===== config.mk =====
export PLATFORM = sky130hd
export DESIGN_NAME = uart_receiver
export DESIGN_NICKNAME = d
export VERILOG_FILES = /design/src/rtl/uart_pkg.sv /design/src/rtl/uart_baud_counter.sv /design/src/rtl/uart_receiver.sv
export SDC_FILE = /design/constraint.sdc
export NUM_CORES = 1
export LEC_CHECK = 0
export BUFFER_PORTS_ARGS = -buffer_cell sky130_fd_sc_hd__buf_2
export CELL_PAD_IN_SITES_DETAIL_PLACEMENT = 0
export CELL_PAD_IN_SITES_GLOBAL_PLACEMENT = 1
export CORE_MARGIN = 5
export CORE_UTILIZATION = 46
export DETAILED_ROUTE_END_ITERATION = 7
export PLACE_DENSITY = 0.77
export SKIP_LAST_GASP = 1
export SYNTH_ARGS = -nofsm -noshare
export SYNTH_HDL_FRONTEND = slang
export SYNTH_SLANG_ARGS = --single-unit

===== constraint.sdc =====
create_clock -name clk -period 2.3 [get_ports clk]
set_clock_uncertainty 0.15 [all_clocks]
set_input_delay 0.115 -clock clk [delete_from_list [all_inputs] [get_ports clk]]
set_output_delay 0.115 -clock clk [all_outputs]
set_load 0.01 [all_outputs]

===== src/rtl/uart_pkg.sv =====
// uart_pkg: shared FSM state type, frame width and bit-period helper for the UART receiver
package uart_pkg;
  typedef enum logic [1:0] {IDLE, START, DATA, STOP} state_t;
  localparam int DATA_BITS = 8;
  function automatic int calc_clks_per_bit(input int clk_freq, input int baud_rate);
    return clk_freq / baud_rate;
  endfunction
endpackage


===== src/rtl/uart_baud_counter.sv =====
// uart_baud_counter: bit-period counter giving mid-bit and end-of-bit ticks
module uart_baud_counter #(
  parameter int CLKS_PER_BIT = 8
) (
  input  logic clk,
  input  logic rst,
  input  logic clear,
  output logic half_tick,
  output logic full_tick
);
  localparam int W = $clog2(CLKS_PER_BIT);
  logic [W-1:0] cnt;
  // free-running modulo-CLKS_PER_BIT count, restarted by the FSM at each phase change
  always_ff @(posedge clk or negedge rst)
    if (!rst) cnt <= '0;
    else cnt <= (clear || full_tick) ? '0 : cnt + 1'b1;
  assign half_tick = cnt == W'(CLKS_PER_BIT / 2 - 1);
  assign full_tick = cnt == W'(CLKS_PER_BIT - 1);
endmodule


===== src/rtl/uart_receiver.sv =====
// uart_receiver: 8N1 UART receiver with 2-flop input synchronizer and one-cycle byte strobe
module uart_receiver
  import uart_pkg::*;
#(
  parameter int clk_freq  = 12000000,
  parameter int baud_rate = 115200
) (
  input  logic                 clk,
  input  logic                 rst,
  input  logic                 rxd,
  output logic [DATA_BITS-1:0] data,
  output logic                 avail
);
  localparam int CLKS_PER_BIT = calc_clks_per_bit(clk_freq, baud_rate);
  generate
    if (CLKS_PER_BIT < 4) begin : g_bad_rate
      $error("uart_receiver: clk_freq/baud_rate must be at least 4");
    end
  endgenerate
  state_t state, nxt;
  logic sync1, rxs;
  logic [2:0] bit_idx;
  logic [DATA_BITS-1:0] shreg;
  logic ferr, clear, shift, accept, half_tick, full_tick;
  uart_baud_counter #(.CLKS_PER_BIT(CLKS_PER_BIT)) u_baud (
    .clk(clk),
    .rst(rst),
    .clear(clear),
    .half_tick(half_tick),
    .full_tick(full_tick)
  );
  // two-flop synchronizer, reset to the idle-high line level
  always_ff @(posedge clk or negedge rst)
    if (!rst) {rxs, sync1} <= 2'b11;
    else {rxs, sync1} <= {sync1, rxd};
  // FSM state register
  always_ff @(posedge clk or negedge rst)
    if (!rst) state <= IDLE;
    else state <= nxt;
  // next state and per-cycle controls; the baud counter is held clear in IDLE so START begins at zero
  always_comb begin
    nxt = state;
    clear = 1'b0;
    shift = 1'b0;
    accept = 1'b0;
    case (state)
      IDLE: begin
        clear = 1'b1;
        nxt = rxs ? IDLE : START;
      end
      START: if (half_tick) begin
        clear = 1'b1;
        nxt = rxs ? IDLE : DATA;
      end
      DATA: if (full_tick) begin
        shift = 1'b1;
        nxt = (bit_idx == 3'(DATA_BITS - 1)) ? STOP : DATA;
      end
      STOP: if (ferr) nxt = rxs ? IDLE : STOP;
      else if (full_tick) begin
        accept = rxs;
        nxt = rxs ? IDLE : STOP;
      end
      default: nxt = IDLE;
    endcase
  end
  // datapath: shift LSB first, latch the byte on a good stop bit, and remember a framing error until the line recovers
  always_ff @(posedge clk or negedge rst)
    if (!rst) begin
      bit_idx <= '0;
      shreg <= '0;
      ferr <= 1'b0;
      data <= '0;
      avail <= 1'b0;
    end else begin
      bit_idx <= (state == IDLE) ? '0 : shift ? bit_idx + 1'b1 : bit_idx;
      if (shift) shreg <= {rxs, shreg[DATA_BITS-1:1]};
      ferr <= (state == STOP) && !rxs && (ferr || full_tick);
      avail <= accept;
      if (accept) data <= shreg;
    end
endmodule


==> results.sh, run 1 <==
export IMPL_hold_viol=0
export IMPL_synth_common_cells="30 x dfrtp_1, 16 x mux2_2, 9 x nor2_1, 6 x nand2_1"
export IMPL_drtAntennaViolNets=0
export IMPL_synth_area_per_cell_um2=12.93
export IMPL_synth_top_family_by_area="multiplexers"
export IMPL_syn_nets=110
export IMPL_n_antenna_cell=0
export IMPL_instances_no_fill=158
export IMPL_status="finished, final reports clean"
export IMPL_area_delta_synth_final_pct=13.77
export IMPL_ioPinCount=12
export IMPL_routed_via_density=5.342
export IMPL_drt_iter0_drc=52
export IMPL_numCtsBuffers=5
export IMPL_htree_levels=2
export IMPL_die_x_um=64.08
export IMPL_cts_tree="built"
export IMPL_yosysMostFrequentCell="dfrtp_1"
export IMPL_yosys_top_cells_area="dfrtp_1 56%, mux2_2 13%, dfstp_2 3.9%"
export IMPL_met1_usage_pct=17.30
export IMPL_overflow=0
export IMPL_arrival_ns=2.08
export IMPL_use_met2_pct=18.09
export IMPL_synth_cells=104
export IMPL_firstDrtPassIters=4
export IMPL_fmax_mhz=496.0
export IMPL_ctsResizeCount=0
export IMPL_vdd_ir_drop_worst_mv=0.4578
export IMPL_hp_class="in -> async"
export IMPL_start_util_pct=48.36
export IMPL_final_nets=132
export IMPL_clockRootBuffer="clkbuf_4"
export IMPL_ys_warn_count=0
export IMPL_antenna_found_initial=0
export IMPL_grtUsageMet3_pct=5.429
export IMPL_ys_ff_latch=32
export IMPL_first_global_vias=866
export IMPL_finalWirelength_mm=2.093
export IMPL_grt_first_pass_wirelength_mm=4.091
export IMPL_fillers=236
export IMPL_synth_async_reset_ratio_pct=100.0
export IMPL_vias=844
export IMPL_rr_worst_depth=6
export IMPL_fin_tns_setup_ns=0
export IMPL_port_buffers=11
export IMPL_required_ns=2.37
export IMPL_critPathLaunchType="register"
export IMPL_postCtsHoldBufs=2
export IMPL_cts_setup_buffers=0
export IMPL_post_route_min_period_ns=2.016
export IMPL_synth_compound_area_share_pct=6.884
export IMPL_power_density_mw_per_mm2=576.5
export IMPL_syn_cell_area_mm2=0.001345
export IMPL_worstSetupEndpointType="register"
export IMPL_cts_path_max_buffers=2
export IMPL_period_share_pct=87.66
export IMPL_grt_busiest_layer="met2"
export IMPL_p_leak_nw=0.7607
export IMPL_worstSkewPairLatency_ns=0.32
export IMPL_r2r_slack_ns=0.28
export IMPL_synthMuxAreaShare_pct=13.40
export IMPL_finalMaxSlewViolations=0
export IMPL_synth_edf_count=0
export IMPL_worst_pin_slew_ns=0.6871
export IMPL_synth_xor_xnor_area_share_pct=3.256
export IMPL_max_cap_viol_count=0
export IMPL_grt_use_total_pct=12.86
export IMPL_yosys_area_top_type="dfrtp_1"
export IMPL_finish_utilization_pct=55.02
export IMPL_setup_viol=0
export IMPL_clkTransAtPathRegs_ns=0.10
export IMPL_drive_above_1_share_pct=34.65
export IMPL_dieArea_mm2=0.004106
export IMPL_synth_top_area_share_pct=55.81
export IMPL_dp_hpwl_mm=1.446
export IMPL_coreArea_mm2=0.002781
export IMPL_cts_sink_count=32
export IMPL_critPathKind="reg -> reg"
export IMPL_drc=0
export IMPL_yosys_area_share_simple_pct=12.84
export IMPL_synthFlopType="dfrtp_1"
export IMPL_r2r_end="data[4]$_DFFE_PN0P_"
export IMPL_synthAdderAreaFrac_pct=2.791
export IMPL_finalWorstSetupSlack_ns=0.2839
export IMPL_rsz0062_at_grt="false"
export IMPL_ys_types=27
export IMPL_row_count=19
export IMPL_worstPathMaxFanout=9
export IMPL_dp_cells=148
export IMPL_gp_congestion=0.7397
export IMPL_die_y_um=64.08
export IMPL_ys_seq_area_share_pct=59.72
export IMPL_power_mw=0.8822
export IMPL_rr_startpoint="u_baud.cnt[0]$_DFF_PN0_"
export IMPL_grt_max_degree=33
export IMPL_max_slew_margin_pct=54.19
export IMPL_wl_per_cell_um=13.25
export IMPL_place_ws_ns=0.2676
logic make-up (layout without fill, tap and decap cells):
group	Yosys count	in the layout
multiplexers	16	16
XOR/XNOR	5	5
buffers and inverters	4	27
adder cells (fa/ha/maj)	3	3
AND/OR/NAND/NOR	29	29
flip-flops	32	32
AO/OA/AOI/OAI	15	15
per-stage QoR:
stage	instance area, µm²	hold WS [ns]
floorplan	1345	-0.3306
CTS	1530	0.2189
global route	1530	0.2261
detailed placement	1454	0.05159
finish	1530	0.2145
global placement	1454	0.04578
layer usage:
layer / routed length [µm] / vias to the layer above
met4: 34 / 0
met2: 921 / 17
met1: 1024 / 408
met3: 113 / 4
li1: - / 415
met5: 0 / -
cell usage in the layout, fill, tap and decap left out, drive strengths merged:
cell type and n:
dfrtp 30, mux2 16, buf 13, nor2 9, nand2 7, clkbuf 5, inv 4, a21oi 4
o21ai 4, nand3 3, xnor2 3, a22oi 3, ha 3, clkinv 3, and3b 2, xor2 2
a211oi 2, dlygate4sd3 2, dfstp 2, nor4 2, nor3 2, nand3b 1, nand2b 1, o31a 1
and3 1, o22ai 1, or4 1
registers in the layout, indices dropped and copies added (netlist names), named ones only:
register and flops:
sync1 1, u_baud.cnt 7, data 8, rxs 1, avail 1, ferr 1, bit_idx 3, state 1
shreg 8
cell type report:
class	instances	area (µm²)	share of cell area [%]
sequential	32	803.3	52.49
clock buffer	5	37.54	2.453
timing repair buffer	15	90.09	5.887
clock inverter	3	18.77	1.226
inverter	4	15.01	0.9812
multi-input combinational	68	526.8	34.42
tap	31	38.79	2.535
worst max-delay path, cell delays in order (launching register included):
cell     delay [ns]
dfrtp_1        0.40
ha_1           0.25
and3b_2        0.27
nand2_4        0.09
nor4_4         0.20
buf_4          0.21
mux2_2         0.34
power by group:
part,switching (mW),internal (mW),total (mW)
clock,0.184,0.117,0.301
sequential,0.00167,0.565,0.567
combinational,0.0107,0.00340,0.0141
total,0.196,0.686,0.882
how the worst max path moves through the flow:
stage,start,to,slack [ns]
5_1_grt,u_baud.cnt[0]$_DFF_PN0_,data[0]$_DFFE_PN0P_,0.12
2_1_floorplan,u_baud.cnt[0]$_DFF_PN0_,data[0]$_DFFE_PN0P_,0.32
6_report,u_baud.cnt[0]$_DFF_PN0_,data[4]$_DFFE_PN0P_,0.28
3_5_place_dp,u_baud.cnt[0]$_DFF_PN0_,data[4]$_DFFE_PN0P_,0.27
3_3_place_gp,u_baud.cnt[0]$_DFF_PN0_,data[6]$_DFFE_PN0P_,0.32
4_1_cts,u_baud.cnt[0]$_DFF_PN0_,data[0]$_DFFE_PN0P_,0.26
(Power assumes the default switching activity.)
==> run 2, diff against run 1 <==
--- a/config.mk
+++ b/config.mk
@@ -7,9 +7,9 @@
 export LEC_CHECK = 0
-export BUFFER_PORTS_ARGS = -buffer_cell sky130_fd_sc_hd__buf_2
 export CELL_PAD_IN_SITES_DETAIL_PLACEMENT = 0
 export CELL_PAD_IN_SITES_GLOBAL_PLACEMENT = 1
-export CORE_MARGIN = 5
-export CORE_UTILIZATION = 46
+export CORE_MARGIN = 4
+export CORE_UTILIZATION = 49
 export DETAILED_ROUTE_END_ITERATION = 7
-export PLACE_DENSITY = 0.77
+export DONT_BUFFER_PORTS = 1
+export PLACE_DENSITY = 0.76
 export SKIP_LAST_GASP = 1
--- a/constraint.sdc
+++ b/constraint.sdc
@@ -4,2 +4,2 @@
 set_output_delay 0.115 -clock clk [all_outputs]
-set_load 0.01 [all_outputs]
+set_load 0.1 [all_outputs]
==> run 2 against run 1 <==
Against the previous run: setup slack worse by 0.018 ns; die area down 11%; first-iteration DRC count down 75%; total power up 5.5%; sequential share of layout area down 1.1 points; critical path type unchanged; count of clock-buffer cells in the layout up 2; combinational power up 20%; sequential power about the same; highest routed layer unchanged.
==> results.sh, run 2 (synthesized netlist as in run 1, its figures left out) <==
export IMPL_power_density_mw_per_mm2=595.8
export IMPL_firstDrtPassIters=4
export IMPL_instances_no_fill=154
export IMPL_seqCellArea_um2=803.3
export IMPL_fmax_mhz=491.7
export IMPL_grt_use_total_pct=14.90
export IMPL_hold_viol=0
export IMPL_port_buffers=0
export IMPL_critPathLaunch="u_baud.cnt[0]$_DFF_PN0_"
export IMPL_clkTransAtPathRegs_ns=0.09
export IMPL_r2r_end="data[4]$_DFFE_PN0P_"
export IMPL_start_util_pct=52.85
export IMPL_rsz0062_at_grt="false"
export IMPL_worst_pin_slew_ns=0.8625
export IMPL_rr_startpoint="u_baud.cnt[0]$_DFF_PN0_"
export IMPL_final_nets=130
export IMPL_dp_hpwl_mm=1.500
export IMPL_setup_viol=0
export IMPL_wl_per_cell_um=14.29
export IMPL_numCtsBuffers=5
export IMPL_grt_max_degree=33
export IMPL_final_common_cell="dfrtp_1"
export IMPL_ioPinCount=12
export IMPL_vdd_ir_drop_worst_mv=0.4804
export IMPL_fillers=205
export IMPL_reg_top3="data: 8 flops, shreg: 8 flops, u_baud.cnt: 7 flops"
export IMPL_vias=843
export IMPL_status="finished, final reports clean"
export IMPL_post_route_min_period_ns=2.034
export IMPL_max_slew_margin_pct=42.54
export IMPL_drtAntennaViolNets=0
export IMPL_area_delta_synth_final_pct=16.19
export IMPL_multiInputGateArea_um2=526.8
export IMPL_cts_path_max_buffers=2
export IMPL_max_cap_viol_count=0
export IMPL_row_count=18
export IMPL_finalWirelength_mm=2.200
export IMPL_final_cell_mix="30 x dfrtp_1, 16 x mux2_2, 10 x buf_4, 9 x nor2_1, 6 x nand2_1"
export IMPL_drive_above_1_share_pct=33.06
export IMPL_ctsResizeCount=0
export IMPL_crit_chain="ha_1 > and3b_2 > nand2_4 > nor4_4 > buf_4 > mux2_2"
export IMPL_required_ns=2.36
export IMPL_rr_worst_depth=6
export IMPL_finalMaxSlewViolations=0
export IMPL_die_y_um=60.39
export IMPL_period_share_pct=88.42
export IMPL_die_x_um=60.39
export IMPL_drc=0
export IMPL_hp_class="in -> async"
export IMPL_coreArea_mm2=0.002545
export IMPL_arrival_ns=2.10
export IMPL_slowest_stage="dfrtp_1"
export IMPL_critPathTopFamily="simple AND/OR/NAND/NOR gates"
export IMPL_overflow=0
export IMPL_routed_via_density=5.474
export IMPL_htree_levels=2
export IMPL_n_antenna_cell=0
export IMPL_p_leak_nw=0.7579
export IMPL_cts_sink_count=32
export IMPL_worstSkewPairLatency_ns=0.32
export IMPL_worstPathMaxFanout=9
export IMPL_critPathLaunchType="register"
export IMPL_cts_tree="built"
export IMPL_grt_first_pass_wirelength_mm=3.905
export IMPL_clockRootBuffer="clkbuf_4"
export IMPL_worstSetupEndpointType="register"
export IMPL_dieArea_mm2=0.003647
export IMPL_cpPeakStageDelay_ns=0.39
export IMPL_r2r_slack_ns=0.27
export IMPL_critPathBufInv=1
export IMPL_antenna_found_initial=0
export IMPL_gp_congestion=0.7706
export IMPL_fin_tns_setup_ns=0
export IMPL_dp_cells=144
export IMPL_drt_iter0_drc=13
export IMPL_critPathKind="reg -> reg"
export IMPL_first_global_vias=887
==> run 2: cell types whose count changed in the layout (fill, tap and decap cells not counted), sizes merged <==
cell / change
clkinv: -3
clkbuf: +2
buf: -2
==> run 2: layout make-up <==
cell class	count	share of cell area (%)
clock buffers	7	4.163
inverters	4	0.9608
multi-input cells	68	33.71
flip-flops and latches	32	51.40
well taps	30	2.402
repair buffers	13	7.366
==> run 2: metal layers <==
metal	track usage, %	share of wire, %	wire length, µm	vias to the layer above
met4	8.544	2.0	44	0
met3	4.681	4.8	106	5
met1	20.30	47	1033	412
li1	-	-	-	410
met2	20.99	46	1015	16
met5	0	0	0	-
==> run 2: metrics by stage <==
stage / power [mW] / utilization (%) / cell area (µm²) / hold WS, ns / setup WS [ns]
5_1_grt: 0.9735 / 61.41 / 1563 / 0.06603 / 0.1691
3_5_place_dp: 0.5783 / 57.28 / 1458 / -0.3294 / 0.2561
2_1_floorplan: 0.5776 / - / 1345 / -0.3306 / 0.3160
6_report: 0.9311 / 61.41 / 1563 / 0.07102 / 0.2664
3_3_place_gp: 0.5778 / 57.28 / 1458 / -0.3297 / 0.3173
4_1_cts: 0.9498 / 61.41 / 1563 / 0.06404 / 0.2491
==> run 2: power by group <==
group          switching, mW  leakage, nW  internal (mW)
combinational         0.0111        0.295        0.00577
clock                  0.174       0.0374          0.173
sequential           0.00163        0.425          0.565
total                  0.187        0.758          0.744
==> run 2: worst max-delay path by stage <==
stage,cells after the start,slack (ns),to
4_1_cts,6,0.25,data[4]$_DFFE_PN0P_
5_1_grt,6,0.17,data[6]$_DFFE_PN0P_
3_3_place_gp,6,0.32,data[6]$_DFFE_PN0P_
2_1_floorplan,5,0.32,data[0]$_DFFE_PN0P_
3_5_place_dp,6,0.26,data[4]$_DFFE_PN0P_
6_report,6,0.27,data[4]$_DFFE_PN0P_
==> run 2: repair_timing <==
action,in CTS,in global routing
setup buffers,0,0
hold buffers,3,0
hold endpoints to repair,33,0
==> run 3, diff against run 2 <==
==> constraint.sdc (replaced) <==
create_clock -name clk -period 2.3 [get_ports clk]
set_clock_uncertainty 0.15 [all_clocks]
set_input_delay 0.46 -clock clk [delete_from_list [all_inputs] [get_ports clk]]
set_output_delay 0.46 -clock clk [all_outputs]
set_load 0.1 [all_outputs]
==> run 3 against run 2 <==
Against the previous run: non-clock buffer count is 7 lower; setup slack worse by 0.045 ns; flip-flop and latch count did not move; core utilization is 1.6 points lower; worst hold slack gained 0.14 ns; first-iteration DRC count grew to 3.6 times the previous value; sequential power hardly changed; count of clock-buffer cells in the layout is 1 lower; critical path type unchanged; largest power group unchanged; cell count down 3.9%; register-to-register slack lost 0.05 ns; total power increased by 7.5%; maximum frequency shrank 2.2%.
==> results.sh, run 3 (synthesized netlist as in run 1, its figures left out) <==
export IMPL_reg_top3="data: 8 flops, shreg: 8 flops, u_baud.cnt: 7 flops"
export IMPL_port_buffers=0
export IMPL_setup_viol=0
export IMPL_worst_pin_slew_ns=0.9012
export IMPL_finalMaxSlewViolations=0
export IMPL_p_leak_nw=0.7246
export IMPL_clkTransAtPathRegs_ns=0.11
export IMPL_dieArea_mm2=0.003647
export IMPL_htree_levels=2
export IMPL_power_density_mw_per_mm2=658.0
export IMPL_hold_viol=0
export IMPL_route_met3_wl_um=91
export IMPL_top_layer="met4"
export IMPL_start_util_pct=52.85
export IMPL_whs_path_depth=0
export IMPL_max_cap_viol_count=0
export IMPL_firstDrtPassIters=3
export IMPL_vdd_ir_drop_worst_mv=0.4589
export IMPL_final_nets=123
export IMPL_vias=816
export IMPL_critPathKind="reg -> reg"
export IMPL_cts_tree="built"
export IMPL_gp_congestion=0.7998
export IMPL_post_route_min_period_ns=2.079
export IMPL_drive_above_1_share_pct=28.81
export IMPL_final_cell_mix="30 x dfrtp_1, 16 x mux2_2, 9 x nor2_1, 6 x nand2_1, 5 x clkbuf_4"
export IMPL_overflow=0
export IMPL_fin_tns_setup_ns=0
export IMPL_cts_sink_count=32
export IMPL_ioPinCount=12
export IMPL_antenna_found_initial=0
export IMPL_worstSetupEndpointType="register"
export IMPL_grt_max_degree=33
export IMPL_period_share_pct=90.38
export IMPL_fillers=214
export IMPL_fmax_mhz=481.1
export IMPL_arrival_ns=2.15
export IMPL_n_antenna_cell=0
export IMPL_status="finished, final reports clean"
export IMPL_drtAntennaViolNets=0
export IMPL_final_common_cell="dfrtp_1"
export IMPL_coreArea_mm2=0.002545
export IMPL_max_slew_margin_pct=39.92
export IMPL_first_global_vias=824
export IMPL_die_y_um=60.39
export IMPL_cts_path_max_buffers=2
export IMPL_row_count=18
export IMPL_numCtsBuffers=5
export IMPL_grt_first_pass_wirelength_mm=3.864
export IMPL_critPathLaunchType="register"
export IMPL_grt_use_total_pct=14.72
export IMPL_cts_setup_buffers=0
export IMPL_rsz0062_at_grt="false"
export IMPL_route_met2_wl_um=964
export IMPL_finish_utilization_pct=59.78
export IMPL_clockRootBuffer="clkbuf_4"
export IMPL_wl_per_cell_um=14.80
export IMPL_drt_iter0_drc=47
export IMPL_area_delta_synth_final_pct=13.12
export IMPL_finalWirelength_mm=2.191
export IMPL_die_x_um=60.39
export IMPL_worstSkewPairLatency_ns=0.34
export IMPL_rr_worst_depth=6
export IMPL_hp_class="reg -> reg"
export IMPL_wl_met1_mm=1.077
export IMPL_routed_via_density=5.514
export IMPL_dp_hpwl_mm=1.489
export IMPL_required_ns=2.37
export IMPL_drc=0
export IMPL_worstPathMaxFanout=9
[run 3: cell count changes in the layout (fill, tap and decap cells not counted), sizes merged]
| cell | change |
|---|---|
| clkbuf | -1 |
| bufinv | +1 |
| buf | -7 |
| clkinv | +1 |
[run 3: path summary, 6_finish.rpt]
check	start	end	slack, ns
hold / removal	sync1$_DFF_PN1_	rxs$_DFF_PN1_	0.21
setup / recovery	u_baud.cnt[0]$_DFF_PN0_	data[1]$_DFFE_PN0P_	0.22
setup reg to reg	u_baud.cnt[0]$_DFF_PN0_	data[1]$_DFFE_PN0P_	0.22
min in group asynchronous	rst	u_baud.cnt[4]$_DFF_PN0_	0.40
max in group asynchronous	rst	sync1$_DFF_PN1_	1.36
hold reg to reg	sync1$_DFF_PN1_	rxs$_DFF_PN1_	0.21
[run 3: routing by layer]
metal	vias to the layer above	global-route usage, %
li1	397	-
met1	397	19.75
met2	14	20.99
met3	8	4.681
met4	0	8.544
met5	-	0
[run 3: layout make-up]
cell class / instances / area, µm² / share of cell area, %
clock inverters: 2 / 35.03 / 2.303
clock buffers: 6 / 41.29 / 2.714
repair buffers: 6 / 62.56 / 4.112
inverters: 4 / 15.01 / 0.9868
multi-input cells: 68 / 526.8 / 34.62
flip-flops and latches: 32 / 803.3 / 52.80
well taps: 30 / 37.54 / 2.467
[run 3: repair_timing]
item,4_1_cts,5_1_grt
hold buffers,3,0
endpoints found under the hold margin,33,0
resized for setup,0,0
[run 3: through the flow]
stage	hold WS [ns]	instance area (µm²)	setup WS, ns	std cells	total power [mW]
5_1_grt	0.2198	1521	0.1318	148	1.042
6_report	0.2138	1521	0.2213	148	1.001
3_5_place_dp	0.01528	1405	0.2757	137	0.5779
3_3_place_gp	0.01532	1405	0.3196	137	0.5778
2_1_floorplan	0.01441	1345	0.3160	104	0.5776
4_1_cts	0.2125	1521	0.2335	148	1.014
[run 3: where the power goes]
part,switching [mW],internal (mW)
Sequential,0.00133,0.565
Combinational,0.0113,0.00577
Clock,0.190,0.228
[run 3: worst max-delay path, stage by stage, from the launching register on]
cell     delay [ns]
dfrtp_1        0.42
ha_1           0.27
and3b_2        0.27
nand2_4        0.09
nor4_4         0.21
buf_4          0.22
mux2_2         0.34
